<file path="config.mk">
export PLATFORM = sky130hd
export DESIGN_NAME = store_load_queue
export DESIGN_NICKNAME = d
export VERILOG_FILES = /design/src/rtl/store_load_queue_pkg.sv /design/src/rtl/store_load_queue_match_finder.sv /design/src/rtl/store_load_queue.sv
export SDC_FILE = /design/constraint.sdc
export NUM_CORES = 1
export LEC_CHECK = 0
export CORE_ASPECT_RATIO = 1.2
export CORE_MARGIN = 5
export CORE_UTILIZATION = 35
export DETAILED_ROUTE_END_ITERATION = 8
export HOLD_SLACK_MARGIN = 0.1
export SLEW_MARGIN = 20
export SYNTH_ARGS = -nofsm -noshare
export SYNTH_HDL_FRONTEND = slang
export SYNTH_HIERARCHICAL = 1
export SYNTH_SLANG_ARGS = --single-unit
export TNS_END_PERCENT = 20
</file>
<file path="constraint.sdc">
create_clock -name clk -period 11.7 [get_ports clk]
set_input_delay 1.17 -clock clk [delete_from_list [all_inputs] [get_ports clk]]
set_output_delay 1.17 -clock clk [all_outputs]
set_load 0.01 [all_outputs]
</file>
<file path="src/rtl/store_load_queue_pkg.sv">
// Shared widths, store-buffer entry layout and opcode helpers for the load/store queue.
package store_load_queue_pkg;

    localparam int DATA_W   = 16;
    localparam int INSTR_W  = 6;
    localparam int RSV_ID_W = 5;
    localparam int CDB_W    = RSV_ID_W + DATA_W;

    typedef enum logic [INSTR_W-1:0] {
        OP_LOAD  = 6'h10,
        OP_STORE = 6'h11,
        OP_IN    = 6'h12,
        OP_OUT   = 6'h13
    } mem_op_e;

    typedef struct packed {
        logic                valid;
        logic                committed;
        logic                invalidate;
        logic                data_ready;
        logic [RSV_ID_W-1:0] rob_id;
        logic [INSTR_W-1:0]  opcode;
        logic [DATA_W-1:0]   address;
        logic [DATA_W-1:0]   data;
        logic [RSV_ID_W-1:0] data_rob_id;
    } sb_entry_t;

    function automatic logic is_store_op(input logic [INSTR_W-1:0] op);
        return (op == OP_STORE) || (op == OP_OUT);
    endfunction

    function automatic logic is_load_op(input logic [INSTR_W-1:0] op);
        return (op == OP_LOAD) || (op == OP_IN);
    endfunction

endpackage

</file>
<file path="src/rtl/store_load_queue_match_finder.sv">
// Youngest-match search over the circular store buffer; walks oldest to youngest from head
// so the last hit seen is the youngest store to the queried address.
module sb_match_finder #(
    parameter int SB_DEPTH = 8,
    parameter int ADDR_W   = 16,
    localparam int PTR_W   = $clog2(SB_DEPTH)
) (
    input  logic [SB_DEPTH-1:0]             valid,
    input  logic [SB_DEPTH-1:0][ADDR_W-1:0] address,
    input  logic [ADDR_W-1:0]               query,
    input  logic [PTR_W-1:0]                head,
    output logic                            hit,
    output logic [PTR_W-1:0]                index
);

    logic [PTR_W-1:0] idx;

    always_comb begin
        hit   = 1'b0;
        index = '0;
        idx   = '0;
        for (int k = 0; k < SB_DEPTH; k++) begin
            idx = head + PTR_W'(k);
            if (valid[idx] && (address[idx] == query)) begin
                hit   = 1'b1;
                index = idx;
            end
        end
    end

endmodule

</file>
<file path="src/rtl/store_load_queue.sv">
// In-order load/store queue: buffers stores until commit, drains them to memory,
// and bypasses, forwards or stalls loads against the buffered stores.
module store_load_queue
    import store_load_queue_pkg::*;
#(
    parameter int                SB_DEPTH     = 8,
    parameter bit                FORWARD_EN   = 1'b1,
    parameter int                STARVE_LIMIT = 4,
    parameter logic [DATA_W-1:0] IO_ADDR      = '1
) (
    input  logic                clk,
    input  logic                nrst,
    input  logic                a_valid,
    output logic                a_ready,
    input  logic                a_is_store,
    input  logic [INSTR_W-1:0]  a_opcode,
    input  logic [RSV_ID_W-1:0] a_rob_id,
    input  logic [DATA_W-1:0]   a_address,
    input  logic [DATA_W-1:0]   a_data,
    input  logic [RSV_ID_W-1:0] a_data_rob_id,
    input  logic                a_data_ready,
    input  logic [CDB_W-1:0]    cdb,
    input  logic                cdb_valid,
    input  logic                commit_valid,
    input  logic [RSV_ID_W-1:0] commit_id,
    input  logic                commit_invalidate,
    input  logic                flush,
    output logic                m_valid,
    input  logic                m_ready,
    output logic [INSTR_W-1:0]  m_opcode,
    output logic [RSV_ID_W-1:0] m_rob_id,
    output logic [DATA_W-1:0]   m_address,
    output logic [DATA_W-1:0]   m_data,
    output logic                f_cdb_valid,
    input  logic                f_cdb_ready,
    output logic [CDB_W-1:0]    f_cdb
);

    localparam int PTR_W = $clog2(SB_DEPTH);
    localparam int CNT_W = PTR_W + 1;
    localparam int ST_W  = $clog2(STARVE_LIMIT + 1);

    sb_entry_t          sb   [SB_DEPTH];
    sb_entry_t          sb_n [SB_DEPTH];
    logic [PTR_W-1:0]   head, tail, head_n, tail_n;
    logic [CNT_W-1:0]   count, count_n, kept;
    logic [ST_W-1:0]    starve_cnt, starve_n;

    logic [SB_DEPTH-1:0]             valid_vec;
    logic [SB_DEPTH-1:0][DATA_W-1:0] addr_vec;
    logic                            hit;
    logic [PTR_W-1:0]                hit_idx;

    logic [RSV_ID_W-1:0] cdb_tag;
    logic [DATA_W-1:0]   cdb_data;
    logic full, is_io, load_req, load_bypass, load_fwd;
    logic head_drain, head_inval, starved, store_win, load_grant;
    logic store_push, store_pop, new_snoop;

    always_comb begin
        for (int i = 0; i < SB_DEPTH; i++) begin
            valid_vec[i] = sb[i].valid;
            addr_vec[i]  = sb[i].address;
        end
    end

    sb_match_finder #(.SB_DEPTH(SB_DEPTH), .ADDR_W(DATA_W)) u_match (
        .valid   (valid_vec),
        .address (addr_vec),
        .query   (a_address),
        .head    (head),
        .hit     (hit),
        .index   (hit_idx)
    );

    assign cdb_tag  = cdb[CDB_W-1 -: RSV_ID_W];
    assign cdb_data = cdb[DATA_W-1:0];
    assign full     = (count == CNT_W'(SB_DEPTH));
    assign is_io    = (a_address == IO_ADDR);

    // IO loads must not pass any buffered store, matching or not.
    assign load_req    = !nrst && a_valid && !a_is_store && !flush;
    assign load_bypass = load_req && (is_io ? (count == '0) : !hit);
    assign load_fwd    = load_req && FORWARD_EN && hit && !is_io && sb[hit_idx].data_ready;

    assign head_drain = !nrst && sb[head].valid && sb[head].committed
                        && sb[head].data_ready && !sb[head].invalidate;
    assign head_inval = !nrst && sb[head].valid && sb[head].committed && sb[head].invalidate;
    assign starved    = (starve_cnt == ST_W'(STARVE_LIMIT));
    assign store_win  = head_drain && (!load_bypass || starved);
    assign load_grant = load_bypass && !store_win;

    assign store_push = !nrst && a_valid && a_is_store && !full && !flush;
    assign store_pop  = (store_win && m_ready) || head_inval;
    assign new_snoop  = cdb_valid && (cdb_tag == a_data_rob_id);

    always_comb begin
        m_valid     = store_win || load_grant;
        m_opcode    = '0;
        m_rob_id    = '0;
        m_address   = '0;
        m_data      = '0;
        if (store_win) begin
            m_opcode  = sb[head].opcode;
            m_rob_id  = sb[head].rob_id;
            m_address = sb[head].address;
            m_data    = sb[head].data;
        end else if (load_grant) begin
            m_opcode  = a_opcode;
            m_rob_id  = a_rob_id;
            m_address = a_address;
        end
        f_cdb_valid = load_fwd;
        f_cdb       = load_fwd ? {a_rob_id, sb[hit_idx].data} : '0;
        a_ready     = store_push || (load_grant && m_ready) || (load_fwd && f_cdb_ready);
    end

    always_comb begin
        sb_n    = sb;
        head_n  = head;
        tail_n  = tail;
        kept    = '0;
        for (int i = 0; i < SB_DEPTH; i++) begin
            if (sb[i].valid && !sb[i].data_ready && cdb_valid && (sb[i].data_rob_id == cdb_tag)) begin
                sb_n[i].data_ready = 1'b1;
                sb_n[i].data       = cdb_data;
            end
            if (commit_valid && sb[i].valid && !sb[i].committed && (sb[i].rob_id == commit_id)) begin
                sb_n[i].committed  = 1'b1;
                sb_n[i].invalidate = commit_invalidate;
            end
        end
        if (store_pop) begin
            sb_n[head].valid = 1'b0;
            head_n           = head + PTR_W'(1);
        end
        if (store_push) begin
            sb_n[tail] = '{valid: 1'b1, committed: 1'b0, invalidate: 1'b0,
                           data_ready: a_data_ready || new_snoop,
                           rob_id: a_rob_id, opcode: a_opcode, address: a_address,
                           data: a_data_ready ? a_data : cdb_data,
                           data_rob_id: a_data_rob_id};
            tail_n = tail + PTR_W'(1);
        end
        count_n = count + CNT_W'(store_push) - CNT_W'(store_pop);
        // Committed stores sit contiguously from head, so the survivors end at head+kept.
        if (flush) begin
            for (int i = 0; i < SB_DEPTH; i++) begin
                if (sb_n[i].valid && sb_n[i].committed) kept = kept + CNT_W'(1);
                else                                     sb_n[i].valid = 1'b0;
            end
            tail_n  = head_n + PTR_W'(kept);
            count_n = kept;
        end
    end

    always_comb begin
        if (!head_drain || (store_win && m_ready)) starve_n = '0;
        else if (load_grant && !starved)           starve_n = starve_cnt + ST_W'(1);
        else                                       starve_n = starve_cnt;
    end

    always_ff @(posedge clk) begin
        if (nrst) begin
            head       <= '0;
            tail       <= '0;
            count      <= '0;
            starve_cnt <= '0;
            for (int i = 0; i < SB_DEPTH; i++) sb[i].valid <= 1'b0;
        end else begin
            head       <= head_n;
            tail       <= tail_n;
            count      <= count_n;
            starve_cnt <= starve_n;
            sb         <= sb_n;
        end
    end

endmodule

</file>
==> qor_table.md <==
| Metric | This run | Unit |
|---|---|---|
| Outcome | completed | - |
| Critical Path AT | 10570 | ps |
| Initial antenna violation count | 9 | - |
| Critical path endpoint category | register | - |
| Share of the yosys chip area belonging to registers | 40.31 | % |
| Count of nets left with antenna violations after detail routing | 0 | - |
| Synth unique cells | 87 | - |
| Commonest cells after routing, fill and taps aside | sky130_fd_sc_hd__edfxtp_1, sky130_fd_sc_hd__mux2i_1, sky130_fd_sc_hd__mux4_2 | - |
| Hpwl dp | 69.21 | mm |
| Crit Path Category | reg -> reg | - |
| Number of hold violations in the final report | 0 | - |
| Synthesized cell area | 31440 | sq um |
| Timing-limited maximum frequency | 99.76 | MHz |
| Die footprint | 95940 | sq um |
| Floorplan die height | 338.3 | um |
| Relative area change from synthesis to final layout | 12.63 | % |
| Number of pins with negative max-slew slack in the final report | 0 | - |
| Pin count of the biggest net entering global routing | 118 | - |
| #FFs+latches synth | 429 | - |
| Delay of the slowest cell on the worst path | 910 | ps |
| Post-route minimum period | 10020 | ps |
| WL per Instance | 26.42 | um |
| Startpoint type of the worst setup path | register | - |
| Clock sinks | 429 | - |
| Post-detailed-route DRC marker count | 0 | - |
| Layout cell share with drive strength beyond 1 | 16.22 | % |
| Total of buffers placed on input and output ports | 151 | - |
| Number of placement rows | 120 | - |
| Number of warnings reported in the yosys synthesis log | 6 | - |
| Clock transition at the register clock pins on the worst setup and hold paths after CTS | 60 | ps |
| Effective utilization at floorplan | 35.25 | % |
| Combinational cell fraction of total power | 8.4 | % |
| Count of vias placed by the detailed router | 22810 | - |
| Synthesized instance count | 2645 | - |
| Depth of the CTS H-tree | 2 | - |
| Slowest-stage cell, CP | sky130_fd_sc_hd__ha_4 | - |
| Slew at the pin with the worst max-slew slack | 1130 | ps |
| Clock Tree Buf Depth | 3 | - |
| Cell type with the highest occurrence count on the critical path | sky130_fd_sc_hd__ha_1 | - |
| Setup-violating endpoint count in the final report | 0 | - |
| Post-Synthesis Mean Instance Area | 11.89 | sq um |
| Total Neg Setup Slack | 0 | ps |
| Final WL | 102.2 | mm |
| Synthesized Nets | 2754 | - |
| Largest fanout on the critical path | 53 | - |
| Gates resized, CTS repair | 0 | - |
| Clock Latency Late Sink | 640 | ps |
| Buf+Inv Stages, Crit Path | 5 | - |
| TritonCTS clock tree | built | - |
| Count of flip-flops with a built-in enable after synthesis | 408 | - |
| Max-cap violations | 0 | - |
| Number of vias per cell | 5.894 | - |
| Fin Clk Skew | 43.18 | ps |
| I/O pin count | 152 | - |
| Clock group share of total power | 42.5 | % |
| Wire length of the first global-routing pass | 152.2 | mm |
| Worst-case vdd ir drop | 0.0001037 | V |
| Number of buffers added to fix hold violations after cts | 0 | - |
| Switching power share of the total | 24.58 | % |
| Residual overflow from global routing | 0 | - |
| CP delay by family, top | simple AND/OR/NAND/NOR gates | - |
| Internal power summed over all cells | 2672 | uW |
| Sequential cell fraction of total power | 49.1 | % |
| Total setup buffers inserted after CTS | 0 | - |
| Required time worst endpoint | 12250 | ps |
| Psw | 870.7 | uW |
| Path type of the worst min-delay path | reg -> reg | - |
| CORE AREA | 89190 | sq um |
| Number of global-route vias before repair | 23040 | - |
| Most frequent standard cell in the layout excluding fill and tap cells | sky130_fd_sc_hd__edfxtp_1 | - |
| Worst slew margin | 24.29 | % |
| Number of optimization iterations in the first detailed-route pass | 5 | - |
| Share of async-settable or async-resettable flops after synthesis | 0 | % |
| Number of clock buffers inserted by TritonCTS | 50 | - |
| Primary FF master, synth | sky130_fd_sc_hd__edfxtp_1 | - |
| Global routing usage summed across all routing layers | 20.47 | % |
| RSZ-0062 raised after global routing | false | - |
| Final #Nets | 2777 | - |
| Initial detailed-routing violation count | 2156 | - |
| Root buffer cell | sky130_fd_sc_hd__clkbuf_16 | - |
| Share of the clock period used by the worst path | 85.68 | % |
| Leakage power of the design | 0.01192 | uW |
| Power Dens Cells | 100.0 | nW/um^2 |
| Routability-driven placement congestion ratio | 0.9798 | - |
| Minimum hold slack | 600.4 | ps |
| DIE WIDTH | 283.6 | um |
-- worst paths after layout --
path	start	to	slack, ps	depth (start not counted)
max reg2reg	head[0]$_SDFF_PP0_	tail[2]$_SDFFE_PP0P_	1680	39
min	starve_cnt[2]$_SDFFE_PP0P_	starve_cnt[2]$_SDFFE_PP0P_	600	2
max	head[0]$_SDFF_PP0_	tail[2]$_SDFFE_PP0P_	1680	39
min reg2reg	starve_cnt[2]$_SDFFE_PP0P_	starve_cnt[2]$_SDFFE_PP0P_	600	2
-- metal layers --
layer | track usage [%] | wire [um]
met5 | 0 | 55
met4 | 6.550 | 3873
met3 | 3.129 | 6330
met2 | 35.23 | 50330
met1 | 26.63 | 41650
-- registers in the layout, indices dropped and copies added (netlist names) --
signal,count
sb,288
count,4
starve_cnt,3
tail,3
head,3
addr_vec,128
-- worst register-to-register path, delay by kind of cell, from the launching register on --
family,cells,cell delay [ps]
flip-flops,1,650
AO/OA/AOI/OAI,6,1050
multiplexers,4,950
adder cells (fa/ha/maj),6,2480
buffers and inverters,5,1030
AND/OR/NAND/NOR,15,3400
XOR/XNOR,3,430
-- kinds of logic (layout without fill, tap and decap cells) --
logic type / after synthesis / in the layout / share of synthesized area (%)
AO/OA/AOI/OAI: 301 / 301 / 5.775
XOR/XNOR: 255 / 255 / 7.267
adder cells (fa/ha/maj): 24 / 24 / 1.003
buffers and inverters: 275 / 337 / 3.813
flip-flops: 429 / 429 / 40.31
multiplexers: 569 / 569 / 28.59
other: 0 / 4 / 0
AND/OR/NAND/NOR: 792 / 792 / 13.24
-- Yosys cell counts, types with 39 or more instances --
cell type,count,area share (%)
sky130_fd_sc_hd__nand3_1,75,1.2
sky130_fd_sc_hd__mux4_2,261,19
sky130_fd_sc_hd__inv_1,39,0.47
sky130_fd_sc_hd__a21oi_1,44,0.70
sky130_fd_sc_hd__edfxtp_1,408,39
sky130_fd_sc_hd__mux2i_1,287,9.1
sky130_fd_sc_hd__o21ai_0,158,2.5
sky130_fd_sc_hd__nand2_1,179,2.1
sky130_fd_sc_hd__xnor2_1,196,5.5
sky130_fd_sc_hd__xor2_1,53,1.5
sky130_fd_sc_hd__and2_1,247,4.9
sky130_fd_sc_hd__clkbuf_1,155,1.9
sky130_fd_sc_hd__nand4_1,42,0.84
sky130_fd_sc_hd__nor2_1,147,1.8
-- power by group through the flow --
stage / combinational [uW] / clock, uW / sequential [uW]
6_report: 296 / 1510 / 1740
4_1_cts: 295 / 1540 / 1740
3_5_place_dp: 294 / 0 / 1770
3_3_place_gp: 289 / 0 / 1770
2_1_floorplan: 185 / 0 / 1760
5_1_grt: 317 / 1610 / 1740
-- layout make-up --
type | count | area, sq um
flip-flops and latches | 429 | 12680
repair buffers | 200 | 1908
fillers | 8619 | 53780
multi-input cells | 1941 | 17650
clock inverters | 28 | 230.2
diodes | 4 | 10.01
clock buffers | 63 | 1300
inverters | 46 | 182.7
well taps | 1159 | 1450
-- metrics by stage --
stage	setup WS (ps)	area, sq um	power [uW]	utilization [%]	instances
floorplan	2922	31440	1946	-	2645
global placement	1705	33870	2058	37.97	3775
detailed placement	1688	33870	2066	37.97	3775
CTS	1697	35400	3579	39.69	3866
global route	804.3	35400	3667	39.69	3866
finish	1676	35410	3543	39.70	3870
No activity file was read; power rests on OpenSTA's default activity.
